**config.mk**
```make
export PLATFORM = sky130hd
export DESIGN_NAME = fetch_unit
export DESIGN_NICKNAME = d
export VERILOG_FILES = /design/src/rtl/fetch_unit_pkg.sv /design/src/rtl/fetch_unit_branch_resolve.sv /design/src/rtl/fetch_unit.sv
export SDC_FILE = /design/constraint.sdc
export NUM_CORES = 1
export LEC_CHECK = 0
export CORE_ASPECT_RATIO = 1.1
export CORE_MARGIN = 10
export CORE_UTILIZATION = 25
export CTS_CLUSTER_DIAMETER = 40
export DETAILED_ROUTE_END_ITERATION = 8
export GPL_TIMING_DRIVEN = 0
export SLEW_MARGIN = 20
export SYNTH_ARGS = -nofsm -noshare
export SYNTH_HDL_FRONTEND = slang
export SYNTH_HIERARCHICAL = 1
export SYNTH_SLANG_ARGS = --single-unit
```
**constraint.sdc**
```tcl
create_clock -name clk -period 4.19 [get_ports clk]
set_input_delay 0.838 -clock clk [delete_from_list [all_inputs] [get_ports clk]]
set_output_delay 0.838 -clock clk [all_outputs]
set_load 0.01 [all_outputs]
```
**src/rtl/fetch_unit_pkg.sv**
```systemverilog
// cpu_pkg: shared definitions for the 8-bit multicycle CPU.
//   - opcode_e: instruction opcodes, shared by the fetch unit and the control FSM
//   - IR field positions and widths used to slice the instruction register
//   - INSTR_WORD_WIDTH: instruction word width
package cpu_pkg;

    localparam int unsigned INSTR_WORD_WIDTH = 16;

    // IR field layout: [15:12] opcode, [11:10] rd, [9:8] rs, [7:0] imm
    localparam int unsigned OPCODE_LSB   = 12;
    localparam int unsigned OPCODE_WIDTH = 4;
    localparam int unsigned RD_LSB       = 10;
    localparam int unsigned RS_LSB       = 8;
    localparam int unsigned REG_WIDTH    = 2;
    localparam int unsigned IMM_LSB      = 0;
    localparam int unsigned IMM_WIDTH    = 8;

    typedef enum logic [3:0] {
        OP_NOP  = 4'h0,
        OP_ADD  = 4'h1,
        OP_SUB  = 4'h2,
        OP_AND  = 4'h3,
        OP_OR   = 4'h4,
        OP_BEQ  = 4'h5,
        OP_BNE  = 4'h6,
        OP_LD   = 4'h7,
        OP_ST   = 4'h8,
        OP_JUMP = 4'h9,
        OP_ADDI = 4'hA,
        OP_LI   = 4'hB,
        OP_SLT  = 4'hC,
        OP_HLT  = 4'hD,
        OP_MOV  = 4'hE,
        OP_BLT  = 4'hF
    } opcode_e;

endpackage

```
**src/rtl/fetch_unit_branch_resolve.sv**
```systemverilog
// branch_resolve: combinational next-PC selection for the fetch unit.
// Ports:
//   opcode        in   4          decoded opcode of the current IR
//   imm           in   8          immediate field (jump target / signed branch offset)
//   pc            in   PC_WIDTH   current program counter
//   alu_zero      in   1          ALU zero flag
//   alu_neg       in   1          ALU negative flag (a<b)
//   next_pc       out  PC_WIDTH   PC to commit on pc_write
//   branch_taken  out  1          JUMP or taken BEQ/BNE/BLT
//   is_halt       out  1          current opcode is HLT
module branch_resolve
    import cpu_pkg::*;
#(
    parameter int unsigned PC_WIDTH = 8
) (
    input  logic [OPCODE_WIDTH-1:0] opcode,
    input  logic [IMM_WIDTH-1:0]    imm,
    input  logic [PC_WIDTH-1:0]     pc,
    input  logic                    alu_zero,
    input  logic                    alu_neg,
    output logic [PC_WIDTH-1:0]     next_pc,
    output logic                    branch_taken,
    output logic                    is_halt
);

    logic [PC_WIDTH-1:0] seq_pc;
    logic [PC_WIDTH-1:0] rel_pc;

    // Relative target: pc+1 plus sign-extended offset, modulo 2^PC_WIDTH.
    assign seq_pc = pc + PC_WIDTH'(1);
    assign rel_pc = seq_pc + PC_WIDTH'($signed(imm));

    always_comb begin
        next_pc      = seq_pc;
        branch_taken = 1'b0;
        is_halt      = 1'b0;
        case (opcode)
            OP_JUMP: begin
                next_pc      = PC_WIDTH'(imm);
                branch_taken = 1'b1;
            end
            OP_BEQ: begin
                if (alu_zero) begin
                    next_pc      = rel_pc;
                    branch_taken = 1'b1;
                end
            end
            OP_BNE: begin
                if (!alu_zero) begin
                    next_pc      = rel_pc;
                    branch_taken = 1'b1;
                end
            end
            OP_BLT: begin
                if (alu_neg) begin
                    next_pc      = rel_pc;
                    branch_taken = 1'b1;
                end
            end
            OP_HLT: begin
                next_pc = pc;
                is_halt = 1'b1;
            end
            default: ;
        endcase
    end

endmodule

```
**src/rtl/fetch_unit.sv**
```systemverilog
// fetch_unit: program counter and instruction register stage of the 8-bit
// multicycle CPU. Drives the instruction memory address, latches the fetched
// word on ir_write, commits the resolved next PC on pc_write and halts on HLT.
// Optional feature macro: PERF_CNT_EN adds the retired-instruction counter
// (instr_count port and CNT_WIDTH parameter).
// Ports:
//   clk           in   1            clock, rising edge
//   rst           in   1            synchronous active-high reset
//   pc_write      in   1            commit next PC
//   ir_write      in   1            latch imem_rdata into IR
//   imem_rdata    in   INSTR_WIDTH  instruction memory read data at imem_addr
//   alu_zero      in   1            ALU zero flag
//   alu_neg       in   1            ALU negative flag
//   imem_addr     out  PC_WIDTH     instruction memory address (= pc)
//   pc            out  PC_WIDTH     current PC
//   opcode        out  4            IR[15:12]
//   rd            out  2            IR[11:10]
//   rs            out  2            IR[9:8]
//   imm           out  8            IR[7:0]
//   branch_taken  out  1            current opcode/flags select a non-sequential PC
//   halted        out  1            sticky halt
//   instr_count   out  CNT_WIDTH    retired instructions (PERF_CNT_EN only)
module fetch_unit
    import cpu_pkg::*;
#(
    parameter int unsigned          PC_WIDTH    = 8,
    parameter int unsigned          INSTR_WIDTH = INSTR_WORD_WIDTH,
    parameter logic [PC_WIDTH-1:0]  RESET_PC    = '0
`ifdef PERF_CNT_EN
    ,
    parameter int unsigned          CNT_WIDTH   = 16
`endif
) (
    input  logic                    clk,
    input  logic                    rst,
    input  logic                    pc_write,
    input  logic                    ir_write,
    input  logic [INSTR_WIDTH-1:0]  imem_rdata,
    input  logic                    alu_zero,
    input  logic                    alu_neg,
    output logic [PC_WIDTH-1:0]     imem_addr,
    output logic [PC_WIDTH-1:0]     pc,
    output logic [3:0]              opcode,
    output logic [1:0]              rd,
    output logic [1:0]              rs,
    output logic [7:0]              imm,
    output logic                    branch_taken,
    output logic                    halted
`ifdef PERF_CNT_EN
    ,
    output logic [CNT_WIDTH-1:0]    instr_count
`endif
);

    logic [PC_WIDTH-1:0]    pc_q;
    logic [INSTR_WIDTH-1:0] ir_q;
    logic                   halted_q;
    logic [PC_WIDTH-1:0]    next_pc;
    logic                   is_halt;
    logic                   pc_commit;

    assign pc_commit = pc_write && !halted_q;

    assign opcode    = ir_q[OPCODE_LSB +: OPCODE_WIDTH];
    assign rd        = ir_q[RD_LSB +: REG_WIDTH];
    assign rs        = ir_q[RS_LSB +: REG_WIDTH];
    assign imm       = ir_q[IMM_LSB +: IMM_WIDTH];
    assign pc        = pc_q;
    assign imem_addr = pc_q;
    assign halted    = halted_q;

    branch_resolve #(
        .PC_WIDTH (PC_WIDTH)
    ) u_branch_resolve (
        .opcode       (opcode),
        .imm          (imm),
        .pc           (pc_q),
        .alu_zero     (alu_zero),
        .alu_neg      (alu_neg),
        .next_pc      (next_pc),
        .branch_taken (branch_taken),
        .is_halt      (is_halt)
    );

    // IR and PC may be written in the same edge: IR captures the word at the
    // old PC while the PC advances using the previous IR's decode.
    always_ff @(posedge clk) begin
        if (rst) begin
            pc_q     <= RESET_PC;
            ir_q     <= '0;
            halted_q <= 1'b0;
        end else if (!halted_q) begin
            if (ir_write) begin
                ir_q <= imem_rdata;
            end
            if (pc_write) begin
                pc_q <= next_pc;
                if (is_halt) begin
                    halted_q <= 1'b1;
                end
            end
        end
    end

`ifdef PERF_CNT_EN
    logic [CNT_WIDTH-1:0] count_q;

    // HLT retires once: the halting commit still counts, later strobes do not.
    always_ff @(posedge clk) begin
        if (rst) begin
            count_q <= '0;
        end else if (pc_commit) begin
            count_q <= count_q + CNT_WIDTH'(1);
        end
    end

    assign instr_count = count_q;
`endif

endmodule

```
==> out/qor.csv <==
stage;metric;value;unit
run_status;status;finished, final reports clean;
power_and_ir_drop;powerDensity;205.6;nW/µm²
routing;antenna_left;0;
routing;dr_total_vias;1829;
routing;drc;0;
cts;cts.reportedPaths.clkPinSlew;0.10;ns
global_routing;grt_use_met1;11.92;%
die;start_util;25.45;%
cells_and_area;utilization;34.70;%
cells_and_area;stdcell_count;381;
routing;wl;5836;µm
global_routing;grt_start_max_net_pins;16;
sta;slew_headroom;66.14;%
placement;place_inst;377;
synthesis;seq_area_frac_synth;25.13;%
synthesis;ys.flop_type;dfxtp_1;
cts;ctsResizeCount;0;
synthesis;syn_avg_cell_area;9.265;µm²
synthesis;synth-seq-cells;25;
global_routing;use_met2;16.92;%
routing;routedWlPerCell;15.32;µm
sta;min_period;3.618;ns
power_and_ir_drop;ir_worst_vdd;0.1627;mV
synthesis;netlist_top_cells_area;dfxtp_1, nand4bb_1, o21ai_2;
worst_setup_path;endpoint_kind;primary output;
cts;clkSinkCount;25;
worst_setup_path;critPathKind;in -> out;
cells_and_area;fin_nets;306;
worst_setup_path;cp_data_required_time;3.35;ns
min_path;hold_class;reg -> reg;
cts;cts_tree;yes;
global_routing;busiest_layer;met2;
placement;hpwl;4641;µm
synthesis;ys_types;45;
cts;htree_levels;1;
sta;finalHoldViolCount;0;
cts;cts_setup_buffers;0;
cells_and_area;syn2layout_area_growth;36.37;%
die;fp.coreArea;7828;µm²
sta;finalCritPeriodShare;86.35;%
sta;setup-violations-final;0;
synthesis;synthesis.area;1992;µm²
cts;cts_root_buffer;clkbuf_8;
die;io_pins;56;
global_routing;track_usage;9.657;%
global_routing;grt_pass1_vias;1846;
cts;cts_hold_buf;0;
global_routing;antenna_found_initial;0;
worst_setup_path;cp-start-kind;input port;
synthesis;async_reset_ff_share;0;%
cells_and_area;n_antenna_cell;0;
sta;rsz0062_at_grt;no;
synthesis;synth_top_area_cell;dfxtp_1;
sta;drv_slew;0;
cts;clk_latency;0.27;ns
global_routing;met3_usage;2.143;%
synthesis;synth_edf_count;0;
synthesis;synth_commonest_cells;dfxtp_1, nand2b_1, nand4bb_1, o21ai_2;
placement;portBuffers;54;
sta;skew;0.01191;ns
worst_setup_path;worstPathArrival;2.78;ns
global_routing;grt_pass1_wl;9708;µm
routing;drtIter0Drc;115;
die;chipWidth;105.1;µm
run;drv_cap;0;
die;fp.dieH;113.6;µm
cells_and_area;drive_gt1_share;16.12;%
sta;tns;0;ns
synthesis;synth_warnings;6;
cts;clockBufferDepth;2;
placement;gp_congestion;0.7987;
die;rows;34;
sta;tightest_slew;0.5060;ns
routing;vias_per_cell;4.801;
routing;first_pass_iters;5;
synthesis;netlist_instances;215;
synthesis;syn_nets;247;
sta;fmax;276.4;MHz
synthesis;yosysMostFrequentCell;dfxtp_1;
cts;cts_buffers;3;
global_routing;grt_overflow;0;
die;dieArea;11940;µm²
power_and_ir_drop;fin_total_pwr;558.6;µW
power_and_ir_drop;power.leakage;0.9991;nW
worst_setup_path;crit_fanout;9;
synthesis;synth.top_cell.area_share;25.13;%
-- layer usage --
layer	wire, µm	share of wire, %
met4	49	0.84
met5	0	0
met1	2625	45
met2	2874	49
met3	287	4.9
-- where the power goes --
part	switching, mW	internal, mW	leakage [nW]
Clock	0.0814	0.0673	0.0217
Combinational	0.0631	0.0814	0.772
Sequential	0.0166	0.249	0.205
-- flip-flops by register name, summed over array words and instances (netlist names) --
signal     cells
ir_q          16
halted         1
imem_addr      8
-- critical path, stage by stage --
cell             delay [ns]
clkdlybuf4s50_1        0.48
nor4bb_1               0.18
a41o_1                 0.23
o21ai_2                0.33
o21ai_0                0.21
clkdlybuf4s50_1        0.52
-- cell families (layout without fill, tap and decap cells) --
| kind of cell | Yosys count | after routing | synth area share, % |
|---|---|---|---|
| AO/OA/AOI/OAI | 61 | 61 | 23.18 |
| buffers and inverters | 25 | 83 | 7.914 |
| flip-flops | 25 | 25 | 25.13 |
| multiplexers | 1 | 1 | 0.5025 |
| AND/OR/NAND/NOR | 81 | 81 | 31.34 |
| XOR/XNOR | 12 | 12 | 5.276 |
| adder cells (fa/ha/maj) | 10 | 10 | 6.658 |
-- through the flow --
stage               hold slack, ns  setup slack [ns]  cell area (µm²)
floorplan                   0.4977             1.751             1992
global placement            0.4650            0.5866             2668
detailed placement          0.4691            0.5671             2668
CTS                         0.4882            0.5705             2716
global route                0.5113            0.4756             2716
finish                      0.4834            0.5721             2716
-- final cells by class --
class	instances	area, µm²
Buffer	20	138.9
Clock buffer	3	41.29
Clock inverter	1	7.507
Fill cell	845	5111
Inverter	5	18.77
Multi-Input combinational cell	165	1334
Sequential cell	25	500.5
Tap cell	108	135.1
Timing Repair Buffer	54	540.5
-- path summary, 6_finish.rpt --
| path | start | slack (ns) | depth (start not counted) | endpoint |
|---|---|---|---|---|
| hold / removal | ir_q[8]$_SDFFE_PP0P_ | 0.48 | 2 | ir_q[8]$_SDFFE_PP0P_ |
| hold reg to reg | ir_q[8]$_SDFFE_PP0P_ | 0.48 | 2 | ir_q[8]$_SDFFE_PP0P_ |
| setup / recovery | alu_zero | 0.57 | 6 | branch_taken |
| setup reg to reg | imem_addr[0]$_SDFFE_PP0P_ | 1.66 | 10 | imem_addr[6]$_SDFFE_PP0P_ |
-- placed cells by master, fill, tap and decap left out, drive strengths merged, types with 3 or more instances in the layout --
cell	Yosys	routed
nand3	3	3
nor2b	4	4
nor3	4	4
clkbuf	6	9
xor2	7	7
dfxtp	25	25
nand2	9	9
o21ai	33	33
a21o	3	3
o21a	4	4
a21oi	4	4
xnor2	5	5
clkdlybuf4s50	0	54
ha	9	9
nand4bb	24	24
nand2b	24	24
nor2	5	5
a222oi	4	4
buf	14	14
inv	5	5
(Power assumes the default switching activity.)
